<file path="src/rtl/uart_loader_pkg.sv">
// Shared types and defaults for the UART instruction loader.
package uart_loader_pkg;

  typedef enum logic [1:0] {
    StIdle,
    StStart,
    StData,
    StStop
  } rx_state_e;

  // 100 MHz / 9600 baud, rounded up.
  localparam int unsigned DefaultClksPerBit = 10417;
  localparam logic [31:0] DefaultEndWord    = 32'h0000_0FFF;

endpackage

</file>
<file path="src/rtl/uart_rx_byte.sv">
// 8N1 UART byte receiver: 2-flop synchronizer plus mid-bit sampling FSM.
module uart_rx_byte
  import uart_loader_pkg::*;
#(
  parameter int unsigned CLKS_PER_BIT = DefaultClksPerBit
) (
  input  logic       clk_i,
  input  logic       rst_ni,
  input  logic       rx_i,
  output logic       byte_valid_o,
  output logic [7:0] byte_data_o,
  output logic       frame_err_o,
  output logic       idle_o
);

  localparam int unsigned CntW = (CLKS_PER_BIT > 2) ? $clog2(CLKS_PER_BIT) : 1;
  localparam logic [CntW-1:0] HalfLoad = CntW'(CLKS_PER_BIT / 2 - 1);
  localparam logic [CntW-1:0] FullLoad = CntW'(CLKS_PER_BIT - 1);

  logic            rx_meta_q, rx_sync_q, rx_prev_q;
  rx_state_e       state_q;
  logic [CntW-1:0] cnt_q;
  logic [2:0]      bit_idx_q;
  logic [7:0]      shreg_q;
  logic            tick;
  logic            fall;

  assign tick = (cnt_q == '0);
  assign fall = rx_prev_q & ~rx_sync_q;

  always_ff @(posedge clk_i or negedge rst_ni) begin
    if (!rst_ni) begin
      rx_meta_q <= 1'b1;
      rx_sync_q <= 1'b1;
      rx_prev_q <= 1'b1;
      state_q   <= StIdle;
      cnt_q     <= '0;
      bit_idx_q <= '0;
      shreg_q   <= '0;
    end else begin
      rx_meta_q <= rx_i;
      rx_sync_q <= rx_meta_q;
      rx_prev_q <= rx_sync_q;
      unique case (state_q)
        StIdle: begin
          if (fall) begin
            state_q <= StStart;
            cnt_q   <= HalfLoad;
          end
        end
        StStart: begin
          if (tick) begin
            // A start bit that is high again by mid-bit is treated as a glitch.
            if (!rx_sync_q) begin
              state_q   <= StData;
              cnt_q     <= FullLoad;
              bit_idx_q <= '0;
            end else begin
              state_q <= StIdle;
            end
          end else begin
            cnt_q <= cnt_q - CntW'(1);
          end
        end
        StData: begin
          if (tick) begin
            shreg_q <= {rx_sync_q, shreg_q[7:1]};
            cnt_q   <= FullLoad;
            if (bit_idx_q == 3'd7) begin
              state_q <= StStop;
            end else begin
              bit_idx_q <= bit_idx_q + 3'd1;
            end
          end else begin
            cnt_q <= cnt_q - CntW'(1);
          end
        end
        StStop: begin
          if (tick) begin
            state_q <= StIdle;
          end else begin
            cnt_q <= cnt_q - CntW'(1);
          end
        end
        default: state_q <= StIdle;
      endcase
    end
  end

  // Strobes fire on the stop-bit sample so the loader can register them one cycle later.
  assign byte_valid_o = (state_q == StStop) & tick & rx_sync_q;
  assign frame_err_o  = (state_q == StStop) & tick & ~rx_sync_q;
  assign byte_data_o  = shreg_q;
  assign idle_o       = (state_q == StIdle);

endmodule

</file>
<file path="src/rtl/uart_inst_loader.sv">
// UART-to-ICCM boot loader: packs bytes into words, writes them, then releases core reset.
// Optional idle auto-completion is enabled by defining UART_LOADER_TIMEOUT_EN.
module uart_inst_loader
  import uart_loader_pkg::*;
#(
  parameter int unsigned CLKS_PER_BIT = DefaultClksPerBit,
  parameter logic [31:0] BASE_ADDR    = 32'h0000_0000,
  parameter logic [31:0] END_WORD     = DefaultEndWord,
  parameter int unsigned TIMEOUT_BITS = 64
) (
  input  logic        clk_i,
  input  logic        rst_ni,
  input  logic        rx_i,
  output logic        req_o,
  output logic [31:0] addr_o,
  output logic [31:0] wdata_o,
  input  logic        gnt_i,
  output logic        done_o,
  output logic        sys_rst_no,
  output logic        frame_err_o,
  output logic        overflow_o,
  output logic [15:0] word_cnt_o
);

  logic       rx_valid;
  logic [7:0] rx_byte;
  logic       rx_ferr;
  logic       rx_idle;

  uart_rx_byte #(
    .CLKS_PER_BIT(CLKS_PER_BIT)
  ) u_rx (
    .clk_i       (clk_i),
    .rst_ni      (rst_ni),
    .rx_i        (rx_i),
    .byte_valid_o(rx_valid),
    .byte_data_o (rx_byte),
    .frame_err_o (rx_ferr),
    .idle_o      (rx_idle)
  );

  logic [1:0]  lane_q;
  logic [23:0] word_q;
  logic        req_q;
  logic [31:0] addr_q;
  logic [31:0] wdata_q;
  logic        done_q;
  logic        sys_rst_q;
  logic        frame_err_q;
  logic        overflow_q;
  logic [15:0] word_cnt_q;
  logic [31:0] full_word;
  logic        accept;
  logic        err;

`ifdef UART_LOADER_TIMEOUT_EN
  localparam logic [31:0] TmoLast = 32'(TIMEOUT_BITS * CLKS_PER_BIT - 1);
  logic [31:0] tmo_q;
`else
  localparam int unsigned UnusedTimeoutBits = TIMEOUT_BITS;
  logic unused_rx_idle;
  assign unused_rx_idle = rx_idle;
`endif

  assign full_word = {rx_byte, word_q};
  assign accept    = rx_valid & ~done_q;
  assign err       = rx_ferr & ~done_q;

  always_ff @(posedge clk_i or negedge rst_ni) begin
    if (!rst_ni) begin
      lane_q      <= '0;
      word_q      <= '0;
      req_q       <= 1'b0;
      addr_q      <= BASE_ADDR;
      wdata_q     <= '0;
      done_q      <= 1'b0;
      sys_rst_q   <= 1'b0;
      frame_err_q <= 1'b0;
      overflow_q  <= 1'b0;
      word_cnt_q  <= '0;
`ifdef UART_LOADER_TIMEOUT_EN
      tmo_q       <= '0;
`endif
    end else begin
      sys_rst_q <= done_q & ~req_q;

      if (err) begin
        frame_err_q <= 1'b1;
      end

      if (req_q && gnt_i) begin
        req_q <= 1'b0;
        if (word_cnt_q != 16'hFFFF) begin
          word_cnt_q <= word_cnt_q + 16'd1;
        end
      end

      if (accept) begin
        if (lane_q == 2'd3) begin
          lane_q <= 2'd0;
          if (full_word == END_WORD) begin
            done_q <= 1'b1;
          end else if (req_q) begin
            // Previous write still pending: the new word is lost.
            overflow_q <= 1'b1;
          end else begin
            req_q   <= 1'b1;
            addr_q  <= BASE_ADDR + {14'd0, word_cnt_q, 2'b00};
            wdata_q <= full_word;
          end
        end else begin
          unique case (lane_q)
            2'd0:    word_q[7:0]   <= rx_byte;
            2'd1:    word_q[15:8]  <= rx_byte;
            default: word_q[23:16] <= rx_byte;
          endcase
          lane_q <= lane_q + 2'd1;
        end
      end

`ifdef UART_LOADER_TIMEOUT_EN
      // Only word-aligned idle after at least one write may end the load.
      if (!done_q && rx_idle && lane_q == 2'd0 && word_cnt_q != '0) begin
        if (tmo_q == TmoLast) begin
          done_q <= 1'b1;
        end else begin
          tmo_q <= tmo_q + 32'd1;
        end
      end else begin
        tmo_q <= '0;
      end
`endif
    end
  end

  assign req_o       = req_q;
  assign addr_o      = addr_q;
  assign wdata_o     = wdata_q;
  assign done_o      = done_q;
  assign sys_rst_no  = sys_rst_q;
  assign frame_err_o = frame_err_q;
  assign overflow_o  = overflow_q;
  assign word_cnt_o  = word_cnt_q;

endmodule

</file>
<file path="config.mk">
export PLATFORM = sky130hd
export DESIGN_NAME = uart_inst_loader
export DESIGN_NICKNAME = d
export VERILOG_FILES = /design/src/rtl/uart_loader_pkg.sv /design/src/rtl/uart_rx_byte.sv /design/src/rtl/uart_inst_loader.sv
export SDC_FILE = /design/constraint.sdc
export NUM_CORES = 1
export LEC_CHECK = 0
export ABC_AREA = 0
export CELL_PAD_IN_SITES_DETAIL_PLACEMENT = 1
export CELL_PAD_IN_SITES_GLOBAL_PLACEMENT = 2
export CORE_MARGIN = 2
export CORE_UTILIZATION = 25
export DETAILED_ROUTE_END_ITERATION = 7
export GPL_ROUTABILITY_DRIVEN = 1
export PLACE_DENSITY_LB_ADDON = 0.05
export SETUP_SLACK_MARGIN = 0.3
export SYNTH_ARGS = -nofsm -noshare
export SYNTH_HDL_FRONTEND = slang
export SYNTH_SLANG_ARGS = --single-unit
</file>
<file path="constraint.sdc">
create_clock -name clk_i -period 3.25 [get_ports clk_i]
set_input_delay 0.65 -clock clk_i [delete_from_list [all_inputs] [get_ports clk_i]]
set_output_delay 0.65 -clock clk_i [all_outputs]
set_load 0.03 [all_outputs]
</file>
==> flow_summary.ini, run 1 <==
[drt]
postRouteAntennaNets = 0
first_iter_violations = 185
dr.pass1.iters = 4
drc = 0
wl_um = 16300
vias = 4121
viasPerCell = 4.60
post_drt_wl_per_cell_um = 18.1

[worst_setup_path]
startpoint_type = register
slowest_delay_ps = 730
path_cells = or4_1, nor4b_1, o311ai_4, buf_4, mux2_2
cp_max_fo = 49
crit_arrival_ps = 3020
slowest_stage = or4_1
crit_path_end_kind = register
required_ps = 3550
path_class = reg2reg

[global_routing]
grt_max_degree = 66
overflow = 0
grt_pass1_wl_um = 26100
grt.total_usage_pct = 13.9
grt_pass1_vias = 4429
antenna_found_initial = 0

[finish]
area_delta_synth_final_pct = 28.1
nNetsFinal = 581
instances_no_fill = 896
fillers = 2510
antenna_cells = 0
layout-drive-gt1-share_pct = 25.1

[sta]
max_slew_margin_pct = 53.4
finalHoldViolCount = 0
rsz0062_at_grt = no
setup_tns_ps = 0
final.min_clock_period_ps = 2720
finalCritPeriodShare_pct = 83.6
finClkSkew_ps = 10.8
finalSetupViolCount = 0
maxSlewViolCount = 0
holdWs_ps = 226
fmax_mhz = 368
worstMarginPinSlew_ps = 698

[clock_network]
root_buffer = clkbuf_16
cts_num_sinks = 125
hold_buffers = 0
clk_latency_ps = 420
clkTransAtPathRegs_ps = 60
post_cts_buffers = 0
cts_resized = 0
cts_tree = yes
clock_path_buffers = 2
h-tree-depth = 4
cts_made_buffers = 17

[yosys]
syn_inst = 481
yosysWarnings = 0
synth_area_per_cell_um2 = 12.3
syn_area_um2 = 5920
synth.distinct_cells = 58
yosys_register_bits = 125
ys_async_sr_fraction_pct = 100
synth_edf_count = 0
seq_area_frac_synth_pct = 52.9
synth_flop_cell = dfrtp_1

[die]
core_area_um2 = 23300
rows = 56
die_area_um2 = 24900
boundaryPins = 89
fp.dieH_um = 158
die_w_um = 158
start_util_pct = 25.4

[status]
outcome = finished, final reports clean

[power]
power.density_nw_per_um2 = 697
ir_worst_vdd_v = 0.000272
power_mw = 5.28
p_leak_nw = 3.42

[place]
numPortBuffers = 72
gp_congestion = 0.785
post-place-cells = 864
hpwl_um = 11300

[worst_hold_path]
hold_path.class = in2async

[flow_run]
drv_cap = 0
## power by group
part | total (mW) | switching, mW | internal (mW) | leakage (nW)
Combinational | 1.49 | 0.984 | 0.502 | 1.41
Clock | 2.00 | 0.814 | 1.18 | 0.296
Sequential | 1.80 | 0.130 | 1.67 | 1.71
## registers in the layout (all words and copies together), names as in the netlist, 2 cells and up, named ones only
name,cells
word_cnt_o,16
lane_q,2
addr_o,16
u_rx.byte_data_o,8
u_rx.bit_idx_q,3
u_rx.cnt_q,14
wdata_o,32
word_q,24
## critical path: cells and delay by family (launching register included)
kind | cells | cell delay [ps]
mux | 1 | 350
buf+inv | 1 | 370
compound gates | 1 | 170
simple gates | 2 | 1260
flops | 1 | 410
## final cells by class
class	count	area, µm²	area share [%]
inverter	22	82.6	1.09
clock inverter	14	173	2.28
multi-input combinational	315	2550	33.7
tap	319	399	5.26
clock buffer	18	439	5.79
timing repair buffer	83	805	10.6
sequential	125	3130	41.3
## stage by stage
stage	area, µm²	setup WS, ps	util [%]
4_1_cts	7580	478	32.5
3_5_place_dp	6970	476	29.9
2_1_floorplan	5980	920	-
3_3_place_gp	6970	563	29.9
5_1_grt	7580	399	32.5
6_report	7580	535	32.5
## cell usage in the layout, fill, tap and decap left out, drive strengths merged, types with 3 or more instances in the layout
cell type,synthesis,routed
o211ai,4,4
mux2,86,86
nand4,12,12
nand2,16,16
xor2,3,3
clkdlybuf4s50,0,71
a21oi,7,7
inv,22,30
a211oi,5,5
nand3,17,17
and4,5,5
nor2,16,16
a221oi,3,3
nor3,12,12
and3,6,6
mux2i,3,3
xnor2,10,10
a22oi,5,5
nor4,12,12
or4,8,8
nor2b,3,3
buf,27,12
dfrtp,122,122
clkbuf,7,18
and2,3,3
a22o,3,3
o2bb2ai,3,3
ha,13,13
o21ai,15,15
dfstp,3,3
conb,1,16
## path summary, 6_finish.rpt
check                      cells past startpoint                       from                        end  slack (ps)
max                                            5  u_rx.cnt_q[8]$_DFFE_PN0P_      addr_o[4]$_DFFE_PN0P_         530
min                                            1                     rst_ni  word_cnt_o[3]$_DFFE_PN0P_         230
max reg2reg                                    5  u_rx.cnt_q[8]$_DFFE_PN0P_      addr_o[4]$_DFFE_PN0P_         530
min reg2reg                                    0   u_rx.rx_meta_q$_DFF_PN1_   u_rx.rx_sync_q$_DFF_PN1_         360
max in group asynchronous                      2                     rst_ni   u_rx.rx_prev_q$_DFF_PN1_        2170
min in group clk_i                             0   u_rx.rx_meta_q$_DFF_PN1_   u_rx.rx_sync_q$_DFF_PN1_         360
## cell usage after synthesis (all sizes together), types with 4 or more instances
| master | count | share of area, % |
|---|---|---|
| and4 | 5 | 0.74 |
| a21oi | 7 | 0.59 |
| o211ai | 4 | 0.51 |
| nand3 | 17 | 1.4 |
| dfrtp | 122 | 52 |
| or4 | 8 | 1.1 |
| a22oi | 5 | 0.63 |
| xnor2 | 10 | 1.5 |
| o21ai | 15 | 1.3 |
| inv | 22 | 1.4 |
| and3 | 6 | 0.63 |
| a211oi | 5 | 0.63 |
| ha | 13 | 2.7 |
| buf | 27 | 3.4 |
| nor2 | 16 | 1.0 |
| clkbuf | 7 | 0.44 |
| nor4 | 12 | 2.1 |
| nand2 | 16 | 1.0 |
| nand4 | 12 | 1.3 |
| nor3 | 12 | 1.0 |
| mux2 | 86 | 16 |
## logic make-up (layout without fill, tap and decap cells)
family,Yosys count,after routing,synth area share [%]
and+or+nand+nor,122,122,12.6
adders and majority gates,13,13,2.75
muxes,89,89,16.9
xor gates and xnor gates,13,13,1.92
buffers and inverters,56,137,5.24
AOI/OAI and AO/OA,62,62,7.71
other,1,16,0.0633
DFF,125,125,52.9
## routing by layer
| layer | vias to the layer above | share of wire, % | global-route usage [%] |
|---|---|---|---|
| met3 | 15 | 3.3 | 3.48 |
| li1 | 1906 | - | - |
| met5 | - | 0 | 0 |
| met2 | 83 | 47 | 21.6 |
| met1 | 2117 | 48 | 18.9 |
| met4 | 0 | 1.3 | 4.46 |
Power figures use the tool's default switching activity.
==> inputs of run 2 (changes only) <==
==> constraint.sdc (replaced) <==
create_clock -name clk_i -period 2.61 [get_ports clk_i]
set_input_delay 0.522 -clock clk_i [delete_from_list [all_inputs] [get_ports clk_i]]
set_output_delay 0.522 -clock clk_i [all_outputs]
set_load 0.03 [all_outputs]
==> run 2 against run 1 <==
Net effect:
- clock power rose by 24%
- cell area rose by 5.6%
- setup slack got worse by 200 ps
- sequential cell count did not move
- non-clock buffer count rose by 32
- via count rose by 4.1%
- die area did not move
- sequential power rose by 25%
==> flow_summary.ini, run 2 (synthesized netlist as in run 1, its figures left out) <==
[status]
outcome = finished, final reports clean

[worst_setup_path]
startpoint_type = register
crit_path_end_kind = register
rr_startpoint = u_rx.cnt_q[9]$_DFFE_PN0P_
rrSetupSlack_ps = 340
cp_max_fo = 5
rr_worst_depth = 5
path_class = reg2reg
required_ps = 2930
crit_arrival_ps = 2590
r2r-end = u_rx.cnt_q[10]$_DFFE_PN0P_

[place]
gp_congestion = 0.780
numPortBuffers = 72
hpwl_um = 11700
preCtsSetupSlack_ps = 48.5
place_area_um2 = 7170

[global_routing]
antenna_found_initial = 0
grt_pass1_wl_um = 26900
grt.total_usage_pct = 14.3
grt_pass1_vias = 4580
grt_busiest_layer = met2
grtUsageMet1_pct = 19.0
grt_max_degree = 38
met3_usage_pct = 3.45
overflow = 0
grt_use_met2_pct = 22.8

[die]
start_util_pct = 25.4
core_area_um2 = 23300
die_w_um = 158
die_area_um2 = 24900
rows = 56
boundaryPins = 89
fp.dieH_um = 158

[sta]
setup_ws_ps = 335
finalCritPeriodShare_pct = 87.2
fmax_mhz = 440
setup_tns_ps = 0
finalSetupViolCount = 0
rsz0062_at_grt = yes
maxSlewViolCount = 0
final.min_clock_period_ps = 2270
worstMarginPinSlew_ps = 599
finalHoldViolCount = 0
max_slew_margin_pct = 60.0
finClkSkew_ps = 12.6

[drt]
post_drt_wl_per_cell_um = 18.7
dr.pass1.iters = 4
viasPerCell = 4.62
first_iter_violations = 128
drc = 0
vias = 4292
postRouteAntennaNets = 0
wl_um = 17400

[power]
clock_power_share_pct = 36.4
p_comb_share_pct = 30.7
seq_power_share_pct = 32.9
switching_share_pct = 36.3
ir_worst_vdd_v = 0.000417
p_int_mw = 4.35
power.density_nw_per_um2 = 852
p_sw_mw = 2.48
p_leak_nw = 3.65

[clock_network]
h-tree-depth = 4
cts_made_buffers = 17
root_buffer = clkbuf_16
cts_tree = yes
cts_num_sinks = 125
hold_buffers = 0
clk_latency_ps = 430
clkTransAtPathRegs_ps = 60
clock_path_buffers = 2

[finish]
fin_area_um2 = 8010
fillers = 2478
largest_reg_flops = 32
antenna_cells = 0
layout_common_cells = dfrtp_1, mux2_2, clkdlybuf4s50_1
fin_util_pct = 34.3
nNetsFinal = 615
layout_commonest_cell = dfrtp_1
area_delta_synth_final_pct = 35.3
layout-drive-gt1-share_pct = 30.1

[flow_run]
drv_cap = 0

[worst_hold_path]
hold_path.class = in2async
==> run 2: cell types whose count changed in the layout (fill, tap and decap cells not counted), sizes merged <==
| cell | change |
|---|---|
| buf | +30 |
| clkbuf | +2 |
| or4 | +2 |
| clkinv | +1 |
| clkinvlp | -1 |
==> run 2: final cells by class <==
class	instances	area [µm²]	area share [%]
repair buffers	115	1170	14.6
well taps	319	399	4.98
flip-flops and latches	125	3130	39.1
multi-input cells	317	2620	32.6
clock buffers	18	439	5.48
inverters	22	82.6	1.03
clock inverters	14	171	2.14
==> run 2: worst max-delay path: stages, from the launching register on <==
cell and delay, ps:
dfrtp_1 420, or4_4 620, or4_4 610, mux2i_1 170
buf_4 160, a211oi_1 190
==> run 2: how the worst max path moves through the flow <==
stage                                   start  slack, ps                          to
global route        u_rx.cnt_q[9]$_DFFE_PN0P_        240  u_rx.cnt_q[12]$_DFFE_PN0P_
detailed placement  u_rx.cnt_q[8]$_DFFE_PN0P_         50  u_rx.cnt_q[13]$_DFFE_PN0P_
CTS                     word_q[2]$_DFFE_PN0P_        290      addr_o[15]$_DFFE_PN0P_
finish              u_rx.cnt_q[9]$_DFFE_PN0P_        340  u_rx.cnt_q[10]$_DFFE_PN0P_
floorplan           u_rx.cnt_q[3]$_DFFE_PN0P_        280                    register
global placement    u_rx.cnt_q[8]$_DFFE_PN0P_        110  u_rx.cnt_q[13]$_DFFE_PN0P_
==> run 2: power by group through the flow <==
stage / clock network [mW] / registers (mW) / logic (mW)
2_1_floorplan: 0 / 2.24 / 1.30
3_3_place_gp: 0 / 2.27 / 1.96
3_5_place_dp: 0 / 2.27 / 1.99
4_1_cts: 2.55 / 2.24 / 2.05
5_1_grt: 2.64 / 2.28 / 2.32
6_report: 2.48 / 2.25 / 2.09
==> run 2: per-stage QoR <==
stage	hold slack (ps)	total power, mW	std cells
2_1_floorplan	226	3.55	496
3_3_place_gp	346	4.23	886
3_5_place_dp	349	4.26	886
4_1_cts	110	6.84	920
5_1_grt	129	7.23	930
6_report	99.6	6.83	930
==> run 2: what timing repair did <==
item                                    in CTS  in global routing
pin swaps                                    2                  7
endpoints found under the setup margin      71                 80
gates cloned                                 1                  5
gates resized for setup                     10                  9
buffers inserted                             1                  5
==> run 2: metal layers <==
layer	vias up	wire, µm
met1	2205	8210
met3	13	672
met2	88	8300
li1	1986	-
met4	0	196
met5	-	0
